File: src/rtl/uart_arb_pkg.sv
// uart_arb_pkg: shared state encoding and round-robin pick helper for the uart_tx arbiter
package uart_arb_pkg;
  localparam int MAX_REQ = 8;
  localparam int PTR_W = $clog2(MAX_REQ);
  typedef enum logic [2:0] {IDLE, LOAD, SEND, WAIT_BUSY, WAIT_IDLE} state_t;
  function automatic logic [MAX_REQ-1:0] rr_pick(input logic [MAX_REQ-1:0] valid, input logic [PTR_W-1:0] ptr, input int n);
    int idx;
    logic found;
    rr_pick = '0;
    found = 1'b0;
    for (int k = 0; k < MAX_REQ; k++) begin
      idx = (int'(ptr) + k) % n;
      if (k < n && !found && valid[idx[PTR_W-1:0]]) begin
        rr_pick[idx[PTR_W-1:0]] = 1'b1;
        found = 1'b1;
      end
    end
  endfunction
endpackage

File: src/rtl/uart_rr_pick.sv
// uart_rr_pick: combinational round-robin selector, first valid index at or after ptr
module uart_rr_pick
  import uart_arb_pkg::*;
#(
  parameter int N_REQ = 4,
  parameter int PW = $clog2(N_REQ)
) (
  input  logic [N_REQ-1:0] valid,
  input  logic [PW-1:0]    ptr,
  output logic [N_REQ-1:0] onehot,
  output logic [PW-1:0]    idx
);
  assign onehot = N_REQ'(rr_pick(MAX_REQ'(valid), PTR_W'(ptr), N_REQ));
  always_comb begin
    idx = '0;
    for (int i = 0; i < N_REQ; i++) idx = onehot[i] ? PW'(i) : idx;
  end
endmodule

File: src/rtl/uart_tx_arbiter.sv
// uart_tx_arbiter: packet-granular round-robin sharing of one uart_tx between N_REQ requesters
// Optional idle-owner timeout release enabled by defining UART_ARB_TIMEOUT_EN.
module uart_tx_arbiter
  import uart_arb_pkg::*;
#(
  parameter int N_REQ = 4,
  parameter int TIMEOUT_CYC = 1000
) (
  input  logic               clk,
  input  logic               rst,
  input  logic [N_REQ-1:0]   req_valid,
  input  logic [N_REQ*8-1:0] req_data,
  input  logic [N_REQ-1:0]   req_last,
  output logic [N_REQ-1:0]   req_ready,
  output logic [N_REQ-1:0]   grant,
  output logic               uart_tx_start,
  output logic [7:0]         uart_tx_data,
  input  logic               uart_tx_idle,
  output logic               busy,
  output logic               timeout
);
  localparam int PW = $clog2(N_REQ);
  state_t state, state_n;
  logic [PW-1:0] ptr, gidx, pick_idx;
  logic [N_REQ-1:0] pick_oh;
  logic last_q, xfer, release_g, tmo_fire;
  uart_rr_pick #(.N_REQ(N_REQ)) u_pick (
    .valid(req_valid),
    .ptr(ptr),
    .onehot(pick_oh),
    .idx(pick_idx)
  );
  assign req_ready = (state == LOAD && uart_tx_idle) ? (req_valid & grant) : '0;
  assign xfer = |req_ready;
  assign busy = state != IDLE;
  assign release_g = (state == WAIT_IDLE && uart_tx_idle && last_q) || tmo_fire;
`ifdef UART_ARB_TIMEOUT_EN
  localparam int CW = $clog2(TIMEOUT_CYC + 1);
  logic [CW-1:0] stall_cnt;
  assign tmo_fire = state == LOAD && stall_cnt == CW'(TIMEOUT_CYC);
  always_ff @(posedge clk or posedge rst) begin
    if (rst) stall_cnt <= '0;
    else stall_cnt <= (xfer || tmo_fire) ? '0 : (state == LOAD && !req_valid[gidx]) ? stall_cnt + 1'b1 : stall_cnt;
  end
`else
  assign tmo_fire = 1'b0;
`endif
  always_comb begin
    state_n = state;
    case (state)
      IDLE:      state_n = |req_valid ? LOAD : IDLE;
      LOAD:      state_n = tmo_fire ? IDLE : xfer ? SEND : LOAD;
      SEND:      state_n = WAIT_BUSY;
      WAIT_BUSY: state_n = uart_tx_idle ? WAIT_BUSY : WAIT_IDLE;
      WAIT_IDLE: state_n = !uart_tx_idle ? WAIT_IDLE : last_q ? IDLE : LOAD;
      default:   state_n = IDLE;
    endcase
  end
  always_ff @(posedge clk or posedge rst) begin
    if (rst) begin
      state <= IDLE;
      grant <= '0;
      gidx <= '0;
      ptr <= '0;
      uart_tx_start <= 1'b0;
      uart_tx_data <= 8'h00;
      last_q <= 1'b0;
      timeout <= 1'b0;
    end else begin
      state <= state_n;
      uart_tx_start <= xfer;
      timeout <= tmo_fire;
      if (xfer) begin
        uart_tx_data <= req_data[8*gidx +: 8];
        last_q <= req_last[gidx];
      end
      if (state == IDLE && |req_valid) begin
        grant <= pick_oh;
        gidx <= pick_idx;
      end else if (release_g) begin
        grant <= '0;
        ptr <= (gidx == PW'(N_REQ - 1)) ? '0 : gidx + 1'b1;
      end
    end
  end
endmodule

File: config.mk
export PLATFORM = sky130hd
export DESIGN_NAME = uart_tx_arbiter
export DESIGN_NICKNAME = d
export VERILOG_FILES = /design/src/rtl/uart_arb_pkg.sv /design/src/rtl/uart_rr_pick.sv /design/src/rtl/uart_tx_arbiter.sv
export SDC_FILE = /design/constraint.sdc
export NUM_CORES = 1
export LEC_CHECK = 0
export CAP_MARGIN = 20
export CORE_MARGIN = 2
export CORE_UTILIZATION = 47
export CTS_CLUSTER_DIAMETER = 80
export DETAILED_ROUTE_END_ITERATION = 10
export PLACE_DENSITY = 0.86
export SETUP_SLACK_MARGIN = 0.3
export SLEW_MARGIN = 10
export SYNTH_ARGS = -nofsm -noshare
export SYNTH_HDL_FRONTEND = slang
export SYNTH_HIERARCHICAL = 1
export SYNTH_SLANG_ARGS = --single-unit
File: constraint.sdc
create_clock -name clk -period 6.22 [get_ports clk]
set_input_delay 0.933 -clock clk [delete_from_list [all_inputs] [get_ports clk]]
set_output_delay 0.933 -clock clk [all_outputs]
set_load 0.05 [all_outputs]
==> metrics.md <==
| Metric | Value |
|---|---|
| Vias in the first global route | `about 1,400` |
| 1st-iter DRT viols | `58` |
| Kind of critical path | `primary input to primary output` |
| PwrDens | `between 400 and 500 nW/um2` |
| Die Height | `roughly 62 um` |
| Htree depth | `1` |
| RePlAce Congestion | `roughly 0.77` |
| Synth Area in Simple Gates | `0.167` |
| Post-Syn Nets | `170` |
| Clock Latency Late Sink | `between 0.3 and 0.4 ns` |
| Post-Synth Adder-Cell Area | `0.0721` |
| Syn. warnings | `6` |
| Fraction of layout cells with a size suffix above 1 | `0.208` |
| Antenna Cells | `0` |
| Layout Cells excl Fill | `roughly 220` |
| Multiplexer share of the synthesized area | `0.293` |
| Clock buffer depth | `2` |
| FMAX | `~270 MHz` |
| CTS tree | `yes` |
| Asr flop ratio synth | `1.00` |
| Worst setup EP type | `primary output` |
| Tightest Hold Check Type | `flop to flop` |
| Setup TNS | `0 ns` |
| Post-synthesis sequential area ratio | `0.336` |
| Die width | `61.7 um` |
| Clock slew at reported path FFs | `approximately 0.12 ns` |
| Clock sinks | `21` |
| DIE AREA | `between 3000 and 4000 um2` |
| Final setup violation count | `0` |
| Largest net degree at the start of global routing | `22` |
| P_leak | `roughly 0.0009 uW` |
| Vias per cell | `between 5 and 6` |
| WP data required | `between 5 and 6 ns` |
| Post-CTS sizing | `0` |
| Initial Util | `0.504` |
| Worst Max-Slew Pin Slew | `0.750 ns` |
| Yosys top cell area share | `0.336` |
| Compound-Gate Fraction of Synth Area | `0.0929` |
| VDD IR max | `209 uV` |
| Router iterations before antenna repair | `4` |
| Fin. max-slew vios | `0` |
| Post-synth top cells | `dfrtp_1 (21), nand2_1 (14), mux4_2 (13)` |
| IO Count | `62` |
| Crit path arrival time | `2.73 ns` |
| Register bit total from synthesis | `21` |
| First-pass GRT wire length | `between 6000 and 7000 um` |
| Combinational family with the most area after synthesis | `multiplexers` |
| DRT antenna net count | `0` |
| Synth top area cells | `dfrtp_1 (34%), mux4_2 (19%), mux2_4 (7.7%), ha_1 (7.2%), nand2_1 (3.4%)` |
| CP startpoint kind | `primary input` |
| Syn Inst Count | `about 120` |
| Worst Setup Slack, final | `2.55 ns` |
| Crit Path Max Fanout | `7` |
| Root Driver | `clkbuf_4` |
| Row cnt | `20` |
| Relative slew margins | `0.499` |
| Post-Syn Area | `about 1600 um2` |
| Initial antenna violation count | `0` |
| Number of flops mapped to enable cells by yosys | `0` |
| Xor and xnor area share after synthesis | `0.00560` |
| Num CTS Buffers | `3` |
| Global Route Usage Sum | `0.218` |
| Cell accounting for the most synthesized area | `dfrtp_1` |
| RSZ-0062 raised after global routing | `no` |
| Tmin final | `about 3.7 ns` |
| # DRC | `0` |
| Most common cell in the netlist | `dfrtp_1` |
| Worst slack at placement | `2.54 ns` |
| Max-cap violations | `0` |
| Number of distinct library cells after synthesis | `39` |
| DPL Wire Length | `3280 um` |
| Status | `finished clean` |
| Total wire length | `between 4000 and 5000 um` |
| Core area | `between 3000 and 4000 um2` |
| Avg WL per Cell | `18.3 um` |
| Remaining global-route overflow | `0` |
| Skew final | `0.00145 ns` |
| Post-CTS setup buffers | `0` |
| Avg Cell Area, Syn | `13.2 um2` |
| Fin. Hold Viols | `0` |
| Syn-to-layout area delta | `41.6%` |
| Routed vias | `approximately 1,300` |
| Post-cts hold buffer count | `0` |
| Final worst-path cycle share | `0.589` |
| Final nets | `231` |
| Synth Flop Type | `dfrtp_1` |
| Port buffer count | `60` |
| Cell Count Post-Placement | `around 220` |
-- critical path, cell delays in order --
cell,delay [ns]
clkdlybuf4s50_1,0.65
nand4bb_4,0.19
nor2_1,0.15
clkdlybuf4s50_1,0.82
-- flip-flops by register name, indices dropped and copies added (netlist names) --
| register | count |
|---|---|
| uart_tx_start | 1 |
| uart_tx_data | 8 |
| ptr | 2 |
| last_q | 1 |
| grant | 4 |
| gidx | 2 |
| state | 3 |
-- area by class of cell --
cell class	count	area [um2]
Clock inverter	1	5.00
Clock buffer	3	22.5
Fill cell	238	891
Multi-Input combinational cell	89	988
Sequential cell	21	526
Tap cell	44	55.1
Inverter	4	15.0
Timing Repair Buffer	60	601
-- per-layer routing --
| layer | up-vias | routed length (um) | GRT usage |
|---|---|---|---|
| met5 | - | 0 | 0 |
| met4 | 0 | 122 | 0.0942 |
| met3 | 15 | 203 | 0.0294 |
| met2 | 60 | 2270 | 0.395 |
| met1 | 665 | 1460 | 0.255 |
| li1 | 570 | - | - |
-- through the flow --
step | cell area [um2] | hold WS (ns) | util | total power (uW)
detailed placement | 2180 | 0.496 | 0.704 | 940
global route | 2210 | 0.557 | 0.713 | 1060
finish | 2210 | 0.519 | 0.713 | 1010
floorplan | 1560 | 0.477 | - | 753
CTS | 2210 | 0.523 | 0.713 | 1010
global placement | 2180 | 0.491 | 0.704 | 907
-- power breakdown --
group | leakage (uW) | internal, uW | total (uW) | switching (uW)
Combinational | 0.000603 | 317 | 661 | 344
Sequential | 0.000265 | 196 | 282 | 86.4
Clock | 0.0000177 | 24.0 | 67.0 | 43.0
-- worst paths after layout --
path | from | endpoint | slack, ns | depth (start not counted)
min reg2reg | uart_tx_data[1] | uart_tx_data[1] | 0.52 | 1
max | uart_tx_idle | req_ready[1] | 2.55 | 4
min in group asynchronous | rst | state[2] | 1.06 | 2
max in group asynchronous | rst | ptr[0] | 4.70 | 2
min | uart_tx_data[1] | uart_tx_data[1] | 0.52 | 1
max reg2reg | ptr[0] | gidx[1] | 3.37 | 8
-- logic make-up (layout without fill, tap and decap cells) --
family	after synthesis	after routing
flops	21	21
simple gates	34	34
compound gates	19	19
other cells	1	1
fa+ha+maj	9	9
buf+inv	8	68
mux	25	25
xor+xnor	1	1
-- layout by cell type, fill, tap and decap left out, drive strengths merged, types with 2 or more instances in the layout --
master	instances
a21oi	2
nand2	14
ha	9
nor3b	2
o21ai	4
mux4	13
nor2b	3
mux2	12
clkdlybuf4s50	60
clkbuf	3
a221o	3
nor2	6
inv	4
dfrtp	21
a22o	4
Note: power is estimated with default switching activity, not from simulation.
